===== src/rtl/xcr_hub.sv =====
// xcr_hub: extended-control-register hub between the CPU's 8-bit control
// register port and up to 15 XCR slave slots. Registered, ready-handshaked
// access path with slave wait states, supervisor-only slot protection and a
// built-in fault status slot at 0xF0-0xFF. Faults raise xcp_bus_fault.
//
// Build option: define XCR_HUB_TIMEOUT_EN to include the bus-timeout
// watchdog (ERR_STAT bit2). Without it ACCESS waits for s_rdy indefinitely.
//
// state     | meaning
// ----------+------------------------------------------------------------
// ST_IDLE   | waiting for cr_cs; decodes the request on the sampling edge
// ST_ACCESS | slave selected, waiting for s_rdy of that slot (or timeout)
// ST_DONE   | cr_rdy/cr_err presented for one cycle
module xcr_hub #(
    parameter int                N_SLOT    = 4,
    parameter logic [N_SLOT-1:0] SLOT_EN   = 4'b0011,
    parameter logic [N_SLOT-1:0] PRIV_MASK = 4'b0010,
    parameter int                TIMEOUT   = 15
) (
    input  logic                clk,
    input  logic                rst,
    input  logic                cr_cs,
    input  logic                cr_we,
    input  logic [7:0]          cr_adr,
    input  logic [7:0]          cr_din,
    output logic [7:0]          cr_dout,
    output logic                cr_rdy,
    output logic                cr_err,
    input  logic                supervisor_mode,
    output logic                xcp_bus_fault,
    output logic [N_SLOT-1:0]   s_cs,
    output logic                s_we,
    output logic [3:0]          s_adr,
    output logic [7:0]          s_din,
    input  logic [N_SLOT*8-1:0] s_dout,
    input  logic [N_SLOT-1:0]   s_rdy
);

    // Slot masks widened to the full 16-slot decode space; slots at or above
    // N_SLOT (including 0xF) read as disabled / unprivileged here.
    localparam logic [15:0] EN_EXT   = 16'(SLOT_EN);
    localparam logic [15:0] PRIV_EXT = 16'(PRIV_MASK);

    localparam int B_UNMAP = 0;
    localparam int B_PRIV  = 1;
    localparam int B_TMO   = 2;

`ifdef XCR_HUB_TIMEOUT_EN
    localparam logic [2:0] STAT_MASK = 3'b111;
`else
    localparam logic [2:0] STAT_MASK = 3'b011;
`endif

    typedef enum logic [1:0] {
        ST_IDLE,
        ST_ACCESS,
        ST_DONE
    } state_t;

    state_t state, state_d;

    logic [7:0]        adr_q, adr_d;
    logic [7:0]        din_q, din_d;
    logic              we_q, we_d;
    logic [N_SLOT-1:0] cs_d;
    logic              swe_d;
    logic [7:0]        dout_d;
    logic              rdy_d, err_d;
    logic [2:0]        err_stat, err_stat_d, stat_set, stat_clr;
    logic [7:0]        err_adr, err_adr_d;
    logic [3:0]        slot;
    logic              is_stat, mapped, priv;
    logic [7:0]        stat_rd, sel_dout;
    logic              rdy_hit, timeout_hit;

    assign slot    = cr_adr[7:4];
    assign is_stat = (slot == 4'hF);
    assign mapped  = EN_EXT[slot];
    assign priv    = is_stat | PRIV_EXT[slot];

    // s_cs is one-hot for the active access, so it also masks off the
    // ready and read data of every non-selected slot.
    assign rdy_hit = |(s_rdy & s_cs);

    assign s_adr = adr_q[3:0];
    assign s_din = din_q;

    // Read data of the selected slave.
    always_comb begin
        sel_dout = '0;
        for (int k = 0; k < N_SLOT; k++) begin
            if (s_cs[k]) sel_dout = sel_dout | s_dout[8*k +: 8];
        end
    end

    // Status slot read mux.
    always_comb begin
        stat_rd = 8'h00;
        case (cr_adr[3:0])
            4'h0:    stat_rd = {5'b0, err_stat};
            4'h1:    stat_rd = err_adr;
            4'h2:    stat_rd = 8'(N_SLOT);
            4'h3:    stat_rd = EN_EXT[7:0];
            default: stat_rd = 8'h00;
        endcase
    end

`ifdef XCR_HUB_TIMEOUT_EN
    localparam logic [7:0] TMO_LOAD = 8'(TIMEOUT);

    logic [7:0] wait_cnt;

    // Watchdog: reloaded while idle, counts down through ACCESS, fires at 0.
    always_ff @(posedge clk) begin
        if (rst) begin
            wait_cnt <= '0;
        end else if (state == ST_IDLE) begin
            wait_cnt <= TMO_LOAD;
        end else if (state == ST_ACCESS && wait_cnt != 8'd0) begin
            wait_cnt <= wait_cnt - 8'd1;
        end
    end

    assign timeout_hit = (wait_cnt == 8'd0);
`else
    localparam int unused_timeout = TIMEOUT;

    assign timeout_hit = 1'b0;
`endif

    // Sticky fault bits: a set in the same cycle as a W1C clear wins.
    assign err_stat_d = ((err_stat & ~stat_clr) | stat_set) & STAT_MASK;

    // Next-state and next-output logic.
    always_comb begin
        state_d   = state;
        adr_d     = adr_q;
        we_d      = we_q;
        din_d     = din_q;
        cs_d      = s_cs;
        swe_d     = s_we;
        dout_d    = cr_dout;
        rdy_d     = 1'b0;
        err_d     = 1'b0;
        stat_set  = '0;
        stat_clr  = '0;
        err_adr_d = err_adr;
        case (state)
            ST_IDLE: begin
                if (cr_cs) begin
                    adr_d = cr_adr;
                    we_d  = cr_we;
                    din_d = cr_din;
                    if (is_stat && supervisor_mode) begin
                        state_d = ST_DONE;
                        rdy_d   = 1'b1;
                        if (!cr_we) begin
                            dout_d = stat_rd;
                        end else if (cr_adr[3:0] == 4'h0) begin
                            stat_clr = cr_din[2:0];
                        end
                    end else if (!is_stat && !mapped) begin
                        state_d           = ST_DONE;
                        rdy_d             = 1'b1;
                        err_d             = 1'b1;
                        stat_set[B_UNMAP] = 1'b1;
                        err_adr_d         = cr_adr;
                        if (!cr_we) dout_d = 8'hFF;
                    end else if (priv && !supervisor_mode) begin
                        state_d          = ST_DONE;
                        rdy_d            = 1'b1;
                        err_d            = 1'b1;
                        stat_set[B_PRIV] = 1'b1;
                        err_adr_d        = cr_adr;
                        if (!cr_we) dout_d = 8'hFF;
                    end else begin
                        state_d = ST_ACCESS;
                        swe_d   = cr_we;
                        for (int k = 0; k < N_SLOT; k++) begin
                            cs_d[k] = (slot == 4'(k));
                        end
                    end
                end
            end
            ST_ACCESS: begin
                if (rdy_hit) begin
                    state_d = ST_DONE;
                    rdy_d   = 1'b1;
                    cs_d    = '0;
                    swe_d   = 1'b0;
                    if (!we_q) dout_d = sel_dout;
                end else if (timeout_hit) begin
                    state_d         = ST_DONE;
                    rdy_d           = 1'b1;
                    err_d           = 1'b1;
                    cs_d            = '0;
                    swe_d           = 1'b0;
                    stat_set[B_TMO] = 1'b1;
                    err_adr_d       = adr_q;
                    if (!we_q) dout_d = 8'hFF;
                end
            end
            ST_DONE: begin
                state_d = ST_IDLE;
            end
            default: begin
                state_d = ST_IDLE;
            end
        endcase
    end

    // FSM state register.
    always_ff @(posedge clk) begin
        if (rst) state <= ST_IDLE;
        else     state <= state_d;
    end

    // Request latches, registered outputs and status registers.
    always_ff @(posedge clk) begin
        if (rst) begin
            adr_q         <= '0;
            we_q          <= 1'b0;
            din_q         <= '0;
            s_cs          <= '0;
            s_we          <= 1'b0;
            cr_dout       <= '0;
            cr_rdy        <= 1'b0;
            cr_err        <= 1'b0;
            xcp_bus_fault <= 1'b0;
            err_stat      <= '0;
            err_adr       <= '0;
        end else begin
            adr_q         <= adr_d;
            we_q          <= we_d;
            din_q         <= din_d;
            s_cs          <= cs_d;
            s_we          <= swe_d;
            cr_dout       <= dout_d;
            cr_rdy        <= rdy_d;
            cr_err        <= err_d;
            xcp_bus_fault <= rdy_d & err_d;
            err_stat      <= err_stat_d;
            err_adr       <= err_adr_d;
        end
    end

endmodule

===== config.mk =====
export PLATFORM = sky130hd
export DESIGN_NAME = xcr_hub
export DESIGN_NICKNAME = d
export VERILOG_FILES = /design/src/rtl/xcr_hub.sv
export SDC_FILE = /design/constraint.sdc
export NUM_CORES = 1
export LEC_CHECK = 0
export BUFFER_PORTS_ARGS = -buffer_cell sky130_fd_sc_hd__buf_2
export CAP_MARGIN = 20
export CORE_AREA = 2 2 57 81
export DETAILED_ROUTE_END_ITERATION = 10
export DIE_AREA = 0 0 59 83
export GPL_TIMING_DRIVEN = 1
export PLACE_DENSITY_LB_ADDON = 0.2
export SLEW_MARGIN = 20
export SYNTH_ARGS = -nofsm -noshare
export SYNTH_HDL_FRONTEND = slang
export SYNTH_SLANG_ARGS = --single-unit

===== constraint.sdc =====
create_clock -name clk -period 2.6 [get_ports clk]
set_clock_uncertainty 0.15 [all_clocks]
set_input_delay 0.13 -clock clk [delete_from_list [all_inputs] [get_ports clk]]
set_output_delay 0.13 -clock clk [all_outputs]
set_load 0.02 [all_outputs]

; Word-level counts from Yosys, hierarchy flattened
; Memories as Yosys holds them, arrays and structs flattened.
; Cells that the tools add are included.
[word_totals]
reg_bits = 41
latch_bits = 0
ram_bits = 0
romBits = 32
input_bits = 57
out_inout_bits = 28
wordCells = 113
memories = 2
[op_classes]
add_sub_neg = 0
multipliers = 0
n_div = 0
magnitude_cmp = 1
eq_ne = 16
shift = 0
muxes = 55
n_bitwise = 10
reduce_logical = 17
[memory_table]
columns = memory, words, word_bits, rd, rd_clocked_by_memory_dff, write_ports, line
row1 = (no name shown), 16, 1, 1, 0, 0, 79  ; assign priv = is_stat | PRIV_EXT[slot];
row2 = (no name shown), 16, 1, 1, 0, 0, 78  ; assign mapped = EN_EXT[slot];
[op_table]
columns = operator, n
row1 = 8-bit two-way mux, 14
row2 = 8-bit case mux with 4 select lines, 1
row3 = 2-bit two-way mux, 13
row4 = 8-bit bitwise OR, 3
row5 = 4-bit two-way mux, 5
row6 = 1-bit two-way mux, 17
row7 = "4-bit by 2-bit == test with 1-bit output, second input constant", 4
row8 = 8-bit case mux with 2 select lines, 1
row9 = "2-bit != test, second input constant", 6
row10 = 6-bit AND reduction, 2
row11 = "4-bit by 1-bit == test with 1-bit output, second input constant", 2
row12 = 4-bit logical NOT, 2
row13 = 4-bit case mux with 2 select lines, 1
row14 = "4-bit by 5-bit less-than comparator with 1-bit output, second input constant", 1
row15 = 4-bit bitwise AND, 1
row16 = "4-bit == test, second input constant", 1
row17 = "4-bit != test, second input constant", 1
row18 = 1-bit case mux with 2 select lines, 2
row19 = 2-bit case mux with 2 select lines, 1
row20 = 2-bit AND reduction, 2
row21 = 4-bit AND reduction, 1
row22 = 2-bit nonzero test, 2
row23 = 4-bit OR reduction, 1
row24 = 1-bit logical AND, 3
row25 = 10 further kinds, 12

; Logic depth before layout (Yosys ltp)
[depth]
depth_word = 10
ltp_mapped = 6

; Worst setup path after synthesis
; OpenSTA, ideal clock, no wires.
[synth_path]
path_type = register to register
from = register s_cs[2]
to = register s_cs[1]
setup_ns = 0.121
t_arrival_ns = 1.605
t_required_ns = 2.329
path_slack_ns = 0.725
stages_incl_launch_ff = 6
synth_period_minus_slack_ns = 1.875
cell_sequence = dfxtp_1 > buf_2 > a22o_1 > o21ai_0 > a21o_1 > mux2_2
[synth_via]
elab_chain_cells = 4
[synth_lines]
columns = item, line
row1 = "start, declared", 31  ; output logic [N_SLOT-1:0] s_cs,
row2 = "start signal, assigned", 236  ; s_cs <= cs_d;
row3 = 4-bit bitwise AND, 83  ; assign rdy_hit = |(s_rdy & s_cs);
row4 = 4-bit OR reduction, 83
row5 = 2-bit != test (no source line), -
row6 = 6-bit AND reduction (no source line), -
; No other way between the ends.
; A chain may end at the register's enable or synchronous reset.

; Worst setup path in the final report
[layout_path]
from = input cr_adr[6]
to = register err_adr[5]
[layout_via]
elab_chain_cells = 6
word_cells_on_any_way = 15
classes_between = 1 x eq/ne / 3 x mux / 2 x bitwise / 7 x reduce/logical / 2 x memory
[layout_lines]
columns = item, line
row1 = "start, declared", 24  ; input logic [7:0] cr_adr,
row2 = memory 16 x 1 bit (on tied branches), -
row3 = 1-bit two-way mux (on tied branches), "79, 78"
row4 = 1-bit bitwise OR or 1-bit logical NOT (tied branches), "79, 162"
row5 = 1-bit logical AND (on tied branches), "169, 162"
row6 = 2-bit nonzero test (no source line), -
row7 = 4-bit AND reduction (no source line), -
row8 = "end signal, assigned", 243  ; err_adr <= err_adr_d;
row9 = "end, declared", 70  ; logic [7:0] err_adr, err_adr_d;
; Several ways; a longest one is shown, not always the timed one. The select of a mux whose other input is x is not followed.

==> run_summary.xml <==
<?xml version="1.0" encoding="UTF-8"?>
<metrics>
  <group name="placement">
    <metric name="detailedPlacementHpwl" unit="microns">3810</metric>
    <metric name="dpl.cell_count" unit="">354</metric>
    <metric name="place_congestion" unit="">0.8035</metric>
    <metric name="detailed_place.area" unit="sq um">2456</metric>
    <metric name="port_buffers" unit="">84</metric>
    <metric name="placement.setup.worst_slack" unit="ps">531.4</metric>
  </group>
  <group name="clock_tree">
    <metric name="cts_post_setup_buffers_inserted" unit="">0</metric>
    <metric name="clock_path_buffers" unit="">2</metric>
    <metric name="cts_buffers" unit="">5</metric>
    <metric name="cts_root_buf" unit="">clkbuf_8</metric>
    <metric name="tritoncts" unit="">built</metric>
    <metric name="clock_sinks" unit="">41</metric>
    <metric name="cts_max_level" unit="">2</metric>
    <metric name="cts_repair_resize_count" unit="">0</metric>
    <metric name="clock_insertion_delay_worst_skew" unit="ps">300</metric>
    <metric name="clk_pin_slew_worst_paths" unit="ps">70</metric>
  </group>
  <group name="power">
    <metric name="cell_internal_pwr" unit="uW">988.2</metric>
    <metric name="seq_power_share" unit="%">50.8</metric>
    <metric name="power_frac_clock" unit="%">30.9</metric>
    <metric name="p_switching" unit="uW">363.7</metric>
    <metric name="p_comb_share" unit="%">18.3</metric>
    <metric name="switching_share" unit="%">26.90</metric>
    <metric name="ir_worst_vdd" unit="mV">0.5264</metric>
    <metric name="power_leakage" unit="nW">1.160</metric>
    <metric name="powerDensity" unit="nW/um^2">504.0</metric>
  </group>
  <group name="sta">
    <metric name="achievable_frequency" unit="MHz">467.5</metric>
    <metric name="final.period_utilization" unit="%">82.27</metric>
    <metric name="worstMarginPinSlew" unit="ps">781.4</metric>
    <metric name="min_period" unit="ps">2139</metric>
    <metric name="finalSetupViolCount" unit="">0</metric>
    <metric name="setup_slack" unit="ps">461.1</metric>
    <metric name="setup_total_negative_slack" unit="ps">0</metric>
    <metric name="finalHoldViolCount" unit="">0</metric>
    <metric name="unrepaired_setup_endpoints_after_global_routing" unit="">no</metric>
    <metric name="slew_headroom" unit="%">47.91</metric>
    <metric name="slew_viol_final" unit="">0</metric>
  </group>
  <group name="yosys">
    <metric name="syn-cell-area" unit="sq um">2051</metric>
    <metric name="yosys.area.top_type_share" unit="%">40.02</metric>
    <metric name="ys.flop_type" unit="">dfxtp_1</metric>
    <metric name="ffs_w_async_s_r_synth" unit="%">0</metric>
    <metric name="yosys_warnings" unit="">0</metric>
    <metric name="syn-num-nets" unit="">297</metric>
    <metric name="synth_sequential_area_ratio" unit="%">40.02</metric>
    <metric name="post_synth_inst_count" unit="">240</metric>
    <metric name="post_synth_main_area_contributors" unit="">dfxtp_1, nand2b_1, a21oi_1</metric>
    <metric name="synth_enable_flop_cells" unit="">0</metric>
    <metric name="avgSynthCellArea" unit="sq um">8.545</metric>
    <metric name="yosys.cell_types.count" unit="">44</metric>
    <metric name="post-synth-top-area-cell" unit="">dfxtp_1</metric>
    <metric name="synth_seq_cells" unit="">41</metric>
  </group>
  <group name="final_layout">
    <metric name="finish.cell_count_without_fillers" unit="">375</metric>
    <metric name="drive_above_1_share" unit="%">29.39</metric>
    <metric name="num-fill-cells" unit="">394</metric>
    <metric name="area_delta_synth_final" unit="%">30.81</metric>
    <metric name="final_nets" unit="">387</metric>
    <metric name="multi_input_area" unit="sq um">1136</metric>
    <metric name="ff_latch_area" unit="sq um">820.8</metric>
    <metric name="num_antenna_cells" unit="">0</metric>
    <metric name="finish.instance_area" unit="sq um">2683</metric>
  </group>
  <group name="routing">
    <metric name="antenna_violation_net_count_after_detailed_routing" unit="">0</metric>
    <metric name="drt-vias-per-instance" unit="">5.544</metric>
    <metric name="num_vias" unit="">2079</metric>
    <metric name="detailedRoute.firstPassIterationCount" unit="">4</metric>
    <metric name="detail_route.wirelength" unit="microns">5335</metric>
    <metric name="wire_per_inst" unit="microns">14.23</metric>
    <metric name="drt_iter0_markers" unit="">100</metric>
    <metric name="route.detailed.drc" unit="">0</metric>
  </group>
  <group name="floorplanning">
    <metric name="chipWidth" unit="microns">59</metric>
    <metric name="die_height" unit="microns">83</metric>
    <metric name="fp.coreArea" unit="sq um">4134</metric>
    <metric name="fp-row-count" unit="">28</metric>
    <metric name="die-area" unit="sq um">4897</metric>
    <metric name="number_of_primary_i_o_pins" unit="">85</metric>
    <metric name="initial_core_util" unit="%">49.61</metric>
  </group>
  <group name="global_routing">
    <metric name="global_route_wire_length_before_repair" unit="microns">8659</metric>
    <metric name="grt_start_max_net_pins" unit="">53</metric>
    <metric name="globalRouteTotalUtil" unit="%">22.16</metric>
    <metric name="first_global_vias" unit="">1957</metric>
    <metric name="grt_antenna_before_repair" unit="">0</metric>
    <metric name="globalRoute.totalOverflow" unit="">0</metric>
  </group>
  <group name="status">
    <metric name="status" unit="">finished, final reports clean</metric>
  </group>
  <group name="setup_path">
    <metric name="cp_top_family" unit="">compound AO/OA/AOI/OAI gates</metric>
    <metric name="critical_path.endpoint_type" unit="">flop</metric>
    <metric name="worst_path_max_delay_cell" unit="">dlygate4sd3_1</metric>
    <metric name="critical_path.max_fanout" unit="">10</metric>
    <metric name="crit_path_kind" unit="">in2reg</metric>
    <metric name="critPathMaxStageDelay" unit="ps">530</metric>
    <metric name="cp_cell_sequence" unit="">dlygate4sd3_1, buf_2, or3_1, a21oi_1, o21a_1, mux2i_1</metric>
    <metric name="timing.critical_path.arrival" unit="ps">2200</metric>
    <metric name="worst-path-buf-inv" unit="">2</metric>
    <metric name="critical_path.startpoint_type" unit="">input port</metric>
    <metric name="critPathRequiredTime" unit="ps">2660</metric>
  </group>
  <group name="min_path">
    <metric name="min_path_type" unit="">in2reg</metric>
  </group>
  <group name="flow_run">
    <metric name="max-cap-violations" unit="">0</metric>
  </group>
</metrics>
==> what timing repair did <==
item / CTS / global route
setup endpoints to repair: 0 / 0
endpoints found under the hold margin: 15 / 0
hold buffers: 14 / 0
==> worst reg2reg max path, cell delays in order, from the launching register on <==
cell and delay, ps:
dfxtp_1 410, nor2b_1 580, o211ai_2 340, a21o_1 260
o31ai_1 250
==> Yosys cell counts, types with 2 or more instances <==
cell	instances
dfxtp_1	41
nand2_1	32
a21oi_1	26
nand2b_1	21
nand3_1	14
a22oi_1	11
mux2i_1	10
clkbuf_1	8
buf_2	6
o21ai_0	6
and2_1	5
nor2b_1	5
o221ai_1	5
inv_1	4
nand4b_1	3
nor2_1	3
o31ai_1	3
a211oi_1	2
a21o_1	2
a221o_1	2
a221oi_1	2
a22o_1	2
nand3b_1	2
nor3_1	2
nor3b_1	2
o41ai_1	2
or2b_1	2
==> cells in the final DEF, fill, tap and decap left out, types with 6 or more instances in the layout <==
master,netlist,final
dlygate4sd3_1,0,14
nand2b_1,21,21
clkbuf_8,0,6
o21ai_0,6,6
a22oi_1,11,11
nand2_1,32,32
mux2i_1,10,10
nand3_1,14,14
a21oi_1,26,26
dfxtp_1,41,41
buf_2,6,84
==> state kept, by name, summed over array words and instances, names as in the netlist <==
register and count:
cr_dout 8, err_adr 8, s_din 8, adr_q 4
s_cs 4, err_stat 2, state 2, cr_err 1
cr_rdy 1, s_we 1, we_q 1, xcp_bus_fault 1
==> power by group through the flow <==
stage / Combinational (mW) / Sequential (mW) / Clock, mW
6_report: 0.247 / 0.686 / 0.418
5_1_grt: 0.271 / 0.690 / 0.447
4_1_cts: 0.247 / 0.686 / 0.428
3_5_place_dp: 0.230 / 0.701 / 0
3_3_place_gp: 0.227 / 0.700 / 0
2_1_floorplan: 0.110 / 0.726 / 0
==> layout make-up <==
| type | instances | share of cell area [%] |
|---|---|---|
| tap | 45 | 2.099 |
| sequential | 41 | 30.60 |
| clock buffer | 7 | 3.218 |
| multi-input combinational | 179 | 42.35 |
| timing repair buffer | 99 | 21.18 |
| inverter | 4 | 0.5597 |
==> metrics by stage <==
stage / power [mW] / util [%] / hold slack [ps]
6_report: 1.352 / 64.89 / 16.75
5_1_grt: 1.408 / 64.89 / 28.24
2_1_floorplan: 0.8368 / - / 116.0
3_5_place_dp: 0.9303 / 59.41 / 226.6
3_3_place_gp: 0.9263 / 59.41 / 220.2
4_1_cts: 1.361 / 64.89 / 13.80
==> layer usage <==
metal	global-route usage, %	vias to the layer above	part of all wire, %
met3	4.206	7	6.2
li1	-	1053	-
met4	7.438	0	1.6
met1	26.22	939	42
met5	0	-	0
met2	38.69	80	50
==> path summary, 6_finish.rpt <==
kind | from | to | slack [ps] | cells after the start
max | cr_adr[6] | err_adr[5]$_SDFFE_PP0P_ | 460 | 6
min | cr_adr[0] | adr_q[0]$_SDFFE_PP0P_ | 20 | 3
min reg2reg | s_din[3]$_SDFFE_PP0P_ | s_din[3]$_SDFFE_PP0P_ | 300 | 2
max reg2reg | state[1]$_SDFFE_PP0P_ | cr_dout[1]$_SDFFE_PP0P_ | 520 | 4
==> kinds of logic (layout without fill, tap and decap cells) <==
kind of cell | after synthesis | count (layout) | share of synthesized area (%)
mux | 11 | 11 | 5.430
simple gates | 99 | 99 | 26.85
buf+inv | 20 | 110 | 4.576
flops | 41 | 41 | 40.02
compound gates | 69 | 69 | 23.12
(Power assumes the default switching activity.)
